File: src/rtl/pipe_pkg.sv
// Shared defaults and the channel entry payload for the two-way tagged demux.
package pipe_pkg;

    localparam int unsigned WIDTH_DEF = 32;
    localparam int unsigned TAG_W_DEF = 4;
    localparam int unsigned DEPTH_DEF = 2;

    typedef struct packed {
        logic [WIDTH_DEF-1:0] data;
        logic [TAG_W_DEF-1:0] tag;
    } chan_entry_t;

    // Occupancy counter width able to represent 0..depth inclusive.
    function automatic int unsigned count_width(input int unsigned depth);
        return $clog2(depth + 1);
    endfunction

endpackage

File: src/rtl/chan_fifo.sv
// Per-channel in-order buffer with wrap-around pointers and synchronous flush.
module chan_fifo #(
    parameter int unsigned ENTRY_W = 36,
    parameter int unsigned DEPTH   = 2
) (
    input  logic                         clk,
    input  logic                         rst,
    input  logic                         push,
    input  logic                         pop,
    input  logic                         flush,
    input  logic [ENTRY_W-1:0]           push_entry,
    output logic [ENTRY_W-1:0]           entry,
    output logic [$clog2(DEPTH+1)-1:0]   count,
    output logic                         full
);

    localparam int unsigned PTR_W = $clog2(DEPTH);
    localparam int unsigned CNT_W = $clog2(DEPTH + 1);

    logic [PTR_W-1:0]   wr_ptr_q, wr_ptr_d;
    logic [PTR_W-1:0]   rd_ptr_q, rd_ptr_d;
    logic [CNT_W-1:0]   count_q, count_d;
    logic [ENTRY_W-1:0] mem_q [DEPTH];
    logic               push_ok;
    logic               pop_ok;
    logic               wr_en;

    // Advance a pointer, wrapping at DEPTH (not at the next power of two).
    function automatic logic [PTR_W-1:0] ptr_inc(input logic [PTR_W-1:0] p);
        return (p == PTR_W'(DEPTH - 1)) ? '0 : p + PTR_W'(1);
    endfunction

    assign full    = (count_q == CNT_W'(DEPTH));
    assign push_ok = push && !full;
    assign pop_ok  = pop && (count_q != '0);
    assign wr_en   = push_ok && !flush;

    always_comb begin
        wr_ptr_d = wr_ptr_q;
        rd_ptr_d = rd_ptr_q;
        count_d  = count_q;
        if (flush) begin
            wr_ptr_d = '0;
            rd_ptr_d = '0;
            count_d  = '0;
        end else begin
            if (push_ok) begin
                wr_ptr_d = ptr_inc(wr_ptr_q);
            end
            if (pop_ok) begin
                rd_ptr_d = ptr_inc(rd_ptr_q);
            end
            case ({push_ok, pop_ok})
                2'b10:   count_d = count_q + CNT_W'(1);
                2'b01:   count_d = count_q - CNT_W'(1);
                default: count_d = count_q;
            endcase
        end
    end

    always_ff @(posedge clk or posedge rst) begin
        if (rst) begin
            wr_ptr_q <= '0;
            rd_ptr_q <= '0;
            count_q  <= '0;
            for (int unsigned i = 0; i < DEPTH; i++) begin
                mem_q[i] <= '0;
            end
        end else begin
            wr_ptr_q <= wr_ptr_d;
            rd_ptr_q <= rd_ptr_d;
            count_q  <= count_d;
            if (wr_en) begin
                mem_q[wr_ptr_q] <= push_entry;
            end
        end
    end

    assign entry = mem_q[rd_ptr_q];
    assign count = count_q;

endmodule

File: src/rtl/demux_2_reg.sv
// Two-way tagged demux: each accepted word is buffered in channel a or b by in_sel.
module demux_2_reg
    import pipe_pkg::*;
#(
    parameter int unsigned WIDTH = WIDTH_DEF,
    parameter int unsigned TAG_W = TAG_W_DEF,
    parameter int unsigned DEPTH = DEPTH_DEF
) (
    input  logic                       clk,
    input  logic                       rst,
    input  logic                       flush,
    input  logic                       in_valid,
    output logic                       in_ready,
    input  logic [WIDTH-1:0]           in_data,
    input  logic [TAG_W-1:0]           in_tag,
    input  logic                       in_sel,
    output logic                       a_valid,
    input  logic                       a_ready,
    output logic [WIDTH-1:0]           a_data,
    output logic [TAG_W-1:0]           a_tag,
    output logic                       b_valid,
    input  logic                       b_ready,
    output logic [WIDTH-1:0]           b_data,
    output logic [TAG_W-1:0]           b_tag,
    output logic [$clog2(DEPTH+1)-1:0] a_count,
    output logic [$clog2(DEPTH+1)-1:0] b_count
);

    localparam int unsigned ENTRY_W = WIDTH + TAG_W;

    typedef struct packed {
        logic [WIDTH-1:0] data;
        logic [TAG_W-1:0] tag;
    } entry_t;

    entry_t in_entry;
    entry_t a_head;
    entry_t b_head;
    logic   a_full;
    logic   b_full;
    logic   accept;
    logic   a_push;
    logic   b_push;

    // Readiness depends only on the selected channel's occupancy, never on a_ready/b_ready.
    assign in_ready = !rst && !flush && (in_sel ? !a_full : !b_full);
    assign accept   = in_valid && in_ready;
    assign a_push   = accept && in_sel;
    assign b_push   = accept && !in_sel;
    assign in_entry = '{data: in_data, tag: in_tag};

    chan_fifo #(
        .ENTRY_W (ENTRY_W),
        .DEPTH   (DEPTH)
    ) u_chan_a (
        .clk        (clk),
        .rst        (rst),
        .push       (a_push),
        .pop        (a_ready),
        .flush      (flush),
        .push_entry (in_entry),
        .entry      (a_head),
        .count      (a_count),
        .full       (a_full)
    );

    chan_fifo #(
        .ENTRY_W (ENTRY_W),
        .DEPTH   (DEPTH)
    ) u_chan_b (
        .clk        (clk),
        .rst        (rst),
        .push       (b_push),
        .pop        (b_ready),
        .flush      (flush),
        .push_entry (in_entry),
        .entry      (b_head),
        .count      (b_count),
        .full       (b_full)
    );

    assign a_valid = (a_count != '0);
    assign a_data  = a_head.data;
    assign a_tag   = a_head.tag;
    assign b_valid = (b_count != '0);
    assign b_data  = b_head.data;
    assign b_tag   = b_head.tag;

endmodule

File: config.mk
export PLATFORM = sky130hd
export DESIGN_NAME = demux_2_reg
export DESIGN_NICKNAME = d
export VERILOG_FILES = /design/src/rtl/pipe_pkg.sv /design/src/rtl/chan_fifo.sv /design/src/rtl/demux_2_reg.sv
export SDC_FILE = /design/constraint.sdc
export NUM_CORES = 1
export LEC_CHECK = 0
export ABC_AREA = 1
export BUFFER_PORTS_ARGS = -buffer_cell sky130_fd_sc_hd__buf_4
export CORE_UTILIZATION = 50
export DETAILED_ROUTE_END_ITERATION = 8
export PLACE_DENSITY = 0.74
export SLEW_MARGIN = 40
export SYNTH_ARGS = -nofsm -noshare
export SYNTH_HDL_FRONTEND = slang
export SYNTH_SLANG_ARGS = --single-unit
export TNS_END_PERCENT = 20
File: constraint.sdc
create_clock -name clk -period 4 [get_ports clk]
set_input_delay 0.2 -clock clk [delete_from_list [all_inputs] [get_ports clk]]
set_output_delay 0.2 -clock clk [all_outputs]
set_load 0.01 [all_outputs]
# ---- After elaboration in Yosys (flattened, before gate mapping)
# Cells that the tools add are included.
dict set report op_classes {
  n_eq_ne 6
  n_addsub 8
  reduce_logical 26
  bitwise_logic 4
  n_mux 29
  n_lt_le_gt_ge 6
}
# cell count
set op_table {}
lappend op_table {{two-way mux 36 bit} 8}
lappend op_table {{bitwise mux 72 bit} 2}
lappend op_table {{demux 36 bit (select 1 bit)} 2}
lappend op_table {{logical AND 1 bit} 13}
lappend op_table {{two-way mux 1 bit} 13}
lappend op_table {{nonzero test 2 bit} 6}
lappend op_table {{== test 2 bit (second input constant)} 4}
lappend op_table {{>= comparator 2 bit (second input constant)} 4}
lappend op_table {{inverter 1 -> 2 bit} 4}
lappend op_table {{case mux 2 bit (2 select lines)} 2}
lappend op_table {{nonzero test 3 bit} 2}
lappend op_table {{zero test 1 bit} 5}
lappend op_table {{adder 1 bit (second input constant)} 4}
lappend op_table {{adder 2 x 1 -> 2 bit (second input constant)} 2}
lappend op_table {{== test 2 x 1 -> 1 bit (second input constant)} 2}
lappend op_table {{less-than comparator 2 x 1 -> 1 bit (second input constant)} 2}
lappend op_table {{two-way mux 2 bit} 2}
lappend op_table {{subtractor 2 x 1 -> 2 bit (second input constant)} 2}
dict set report word_totals {
  out_inout_bits 79
  inputBits 43
  word_cells 89
  register_bits 152
}

# ---- Depth between registers and ports, before layout
dict set report logic_depth {
  depth_word 10
  depth_mapped 10
  depth_no_buf 10
}

# ---- Hierarchy
# Synthesis repeated with hierarchy kept, for this count alone.
dict set report hier_totals {
  cells_unflattened 848
  hier_area_um2 7191.9
}
# module n_inst area_per_inst_um2 cells_per_inst seq_area_each_um2
set modules_own_cells {}
lappend modules_own_cells {chan_fifo 2 3563.4 419 1901.8}
lappend modules_own_cells {demux_2_reg 1 65.1 10 0.0}

# ---- Worst setup path after synthesis
# No wires, ideal clock.
dict set report synth_timing {
  path_type {register to register}
  start {register u_chan_b.count_q[0] (netlist: u_chan_b.count[0])}
  end {register u_chan_b.mem_q[41] (netlist bit)}
  slack_ps 2398
  path_stages_with_launch 11
  arrival_time_ps 1475
  required_time_ps 3873
  n_path_buf 2
  path_cell_list {dfrtp_1 -> inv_1 -> nand2_1 -> nand2_1 -> nand2_1 -> nand4_1 -> or2_1 -> buf_2 -> buf_2 -> nand2_1 -> o21ai_0}
}
dict set report synth_via {
  elab_chain_len 8
}
# element line_no
set synth_lines {}
lappend synth_lines {{start, declared} chan_fifo.sv:22} ;# logic [CNT_W-1:0] count_q, count_d;
lappend synth_lines {{start signal, assigned} chan_fifo.sv:72} ;# count_q <= count_d;
lappend synth_lines {{== test 2 bit *} chan_fifo.sv:33} ;# assign full = (count_q == CNT_W'(DEPTH));
lappend synth_lines {{zero test 1 bit *} {chan_fifo.sv:34, demux_2_reg.sv:46}}
lappend synth_lines {{two-way mux 1 bit} demux_2_reg.sv:46} ;# assign in_ready = !rst && !flush && (in_sel ? !a_full : !b_full);
lappend synth_lines {{logical AND 1 bit} demux_2_reg.sv:46}
lappend synth_lines {{logical AND 1 bit} demux_2_reg.sv:47} ;# assign accept = in_valid && in_ready;
lappend synth_lines {{logical AND 1 bit} demux_2_reg.sv:49} ;# assign b_push = accept && !in_sel;
lappend synth_lines {{logical AND 1 bit *} chan_fifo.sv:34} ;# assign push_ok = push && !full;
lappend synth_lines {{logical AND 1 bit *} chan_fifo.sv:36} ;# assign wr_en = push_ok && !flush;
lappend synth_lines {{end signal, assigned by index} chan_fifo.sv:74} ;# mem_q[wr_ptr_q] <= push_entry;
lappend synth_lines {{end, declared} chan_fifo.sv:23} ;# logic [ENTRY_W-1:0] mem_q [DEPTH];
# Mark *: on every way between the ends. The rest lies on a longest branch, timed or not.
# A chain may end at the register's enable or synchronous reset.

# ---- Worst setup path after layout
dict set report layout_timing {
  start {register u_chan_b.rd_ptr_q}
  end {output port b_data[25]}
}
dict set report layout_via {
  elab_chain_len 4
}
# element line_no
set layout_lines {}
lappend layout_lines {{start, declared} chan_fifo.sv:21} ;# logic [PTR_W-1:0] rd_ptr_q, rd_ptr_d;
lappend layout_lines {{start signal, assigned} chan_fifo.sv:71} ;# rd_ptr_q <= rd_ptr_d;
lappend layout_lines {{inverter 1 -> 2 bit (not written as such)} chan_fifo.sv:79} ;# assign entry = mem_q[rd_ptr_q];
lappend layout_lines {{two-way mux 36 bit (not written as such) (3 in series)} chan_fifo.sv:79}
lappend layout_lines {{end, declared} demux_2_reg.sv:23} ;# output logic [WIDTH-1:0] b_data,
# Every way passes these cells. The select of a mux whose other input is x is not followed.

==> out/summary.txt <==
GRT Max-Usage Layer - met2
Number of library cell types mapped by synthesis - 24
Post-CTS setup repair buffer count - 0
Largest net degree at the start of global routing - 78
Worst Setup Start Kind - flip-flop
Final period util - 63.6%
Fmax - 393 MHz
Kind of end point of the critical path - output pin
Footprint of the multi-input gates - 0.00241 mm^2
Starting DRT DRC Count - 308
First-pass GRT wire length - 25.5 mm
Worst-Skew Late Latency - 0.42 ns
Cell Rows - 42
Die Wd - 119 um
Initial antenna violation count - 0
Fin. max-slew vios - 0
Die ar. - 0.0141 mm^2
GR Util met1 - 31.8%
Average wire per standard cell - 13.2 um
Utilization after layout - 66.0%
Clk root buf - clkbuf_16
Post-CTS Resized - 0
Synth-to-Final Area Change - 28.5%
Register area share after synthesis - 55.9%
Antenna Cells - 0
Final Hold Vio Count - 0
Remaining antenna violation count - 0
Setup TNS - 0 ns
Total track usage - 22.9%
CTS buffer count - 17
Outcome - complete, no violations
Register Area - 0.00380 mm^2
FF+latch count, synth - 152
Least-Margin Pin Slew - 0.716 ns
Io pins - 122
Static leakage - 4.42 nW
Critical path fanouts, max - 37
Worst Hold Class - primary input to flip-flop
Critical path cell sequence - buf_4 > inv_1 > buf_4 > nand2_1 > nand2_1 > buf_4
Unrepaired setup endpoints after global routing - no
Synth warn - 0
Final WL - 14.9 mm
Slowest cell on the critical path - inv_1
Core footprint - 0.0132 mm^2
Synthesized area - 0.00680 mm^2
Initial core utilization - 51.4%
Share of layout cells above drive strength 1 - 21.7%
Fill count - 1160
Arr. time, crit path - 2.34 ns
Mapped Cells - 805
Final Non-Filler Cells - 1128
H-Tree Depth - 4
DRC Markers - 0
Clock skew - 0.00655 ns
DR vias/cell - 4.87
Syn avg cell area - 8.45 um^2
Vias in the first global route - 5254
Clk sinks - 152
Final min period - 2.54 ns
Setup CP Type - flip-flop to output pin
I/O Buffers - 121
Rel. slew slack - 52.2%
Maxcap violations - 0
Most frequent CP cell - buf_4
CTS tree - yes
Placed cells - 1068
DR vias - 5495
CP max stage delay - 0.59 ns
# setup viols final - 0
Final HPWL DP - 9.53 mm
Grt total ovfl - 0
Met2 Usage GRT - 36.1%
Die H - 119 um
Final nets - 982
PD cells - 592 mW/mm^2
Req. time, crit path - 3.80 ns
GR Layer Usage met3 - 4.58%
Mapped Nets - 848
Fin Hold WS - 0.00899 ns
Worst vdd ir - 348 uV
Final Total Pwr - 0.00517 W
Bufs on Longest Clock Path - 2
Final Wtd Congestion - 0.802
Top Family by Delay on Critical Path - buffers and inverters
Clk slew on worst S/H paths - 0.06 ns
Bufs and invs on worst path - 4
Pre-Repair DR Iteration Count - 5
[report_power, final]
group          switching (W)  internal (W)
sequential          0.000202       0.00192
clock               0.000591       0.00104
combinational       0.000743      0.000666
[Yosys cell counts, drive strengths merged]
cell type  instances  share of area [%]
nand2            278                 15
clkbuf            23                1.3
or2                1              0.092
inv               85                4.7
dfrtp            152                 56
nand3             11                1.0
nor2              40                2.8
o21ai            148                 11
clkinv             1              0.055
buf               22                2.6
nand4              5               0.46
a21oi             39                4.7
[state kept, by name, indices dropped and copies added (netlist names)]
name	count
u_chan_a.mem_q	72
u_chan_b.mem_q	72
u_chan_a.count	2
u_chan_b.count	2
u_chan_a.rd_ptr_q	1
u_chan_a.wr_ptr_q	1
u_chan_b.rd_ptr_q	1
u_chan_b.wr_ptr_q	1
[through the flow]
stage                     area (um^2)  setup WS, ns
after floorplan                  6810          1.88
after global placement           7740          1.81
after detailed placement         7830          1.79
after CTS                        8710          1.41
after global routing             8740          1.30
final                            8740          1.46
[area by class of cell]
class | instances | area share, %
timing repair buffer | 160 | 15.6
clock inverter | 8 | 1.35
sequential | 152 | 43.5
multi-input combinational | 522 | 27.6
clock buffer | 24 | 5.63
inverter | 86 | 3.74
tap | 176 | 2.52
[what timing repair did]
item	CTS	global route
hold buffers	27	0
endpoints found under the setup margin	0	0
endpoints found under the hold margin	48	0
[kinds of logic (layout without fill, tap and decap cells)]
family	after synthesis	count (layout)	synth area share, %
DFF	152	152	55.9
buffers and inverters	131	278	8.63
AOI/OAI and AO/OA	187	187	15.6
and+or+nand+nor	335	335	19.8
[final timing paths]
path / startpoint / endpoint / slack (ns) / depth (start not counted)
max reg2reg: u_chan_b.count[0] / u_chan_b.mem_q[39] / 1.77 / 9
min reg2reg: u_chan_b.mem_q[35] / u_chan_b.mem_q[35] / 0.48 / 2
min: in_data[28] / u_chan_a.mem_q[68] / 0.009 / 3
min in group asynchronous: rst / u_chan_b.count[1] / 0.29 / 3
max: u_chan_b.rd_ptr_q / b_data[25] / 1.46 / 6
max in group asynchronous: rst / u_chan_b.mem_q[55] / 2.84 / 5
[metal layers]
layer	vias to the layer above	routed length [um]	part of all wire, %
li1	2793	-	-
met1	2570	7140	48
met2	117	7130	48
met3	15	476	3.2
met4	0	170	1.1
met5	-	0	0
[cell usage in the layout (no fill, tap or decap)]
cell type / n
a21oi_1: 5
a21oi_2: 34
buf_12: 3
buf_16: 3
buf_4: 127
bufinv_16: 3
clkbuf_1: 3
clkbuf_16: 17
clkbuf_8: 4
clkinv_1: 1
clkinv_2: 4
clkinvlp_4: 2
dfrtp_1: 151
dfrtp_2: 1
dlygate4sd3_1: 27
inv_1: 83
inv_2: 1
nand2_1: 277
nand2_4: 1
nand3_1: 8
nand3_2: 3
nand4_1: 5
nor2_1: 37
nor2_4: 1
nor2_8: 2
o21ai_0: 128
o21ai_1: 20
or2_2: 1
[tightest hold or removal path, cell delays in order]
cell and delay [ns]:
buf_4 0.08, nand2_1 0.04, o21ai_0 0.06
No activity file was read; power rests on OpenSTA's default activity.
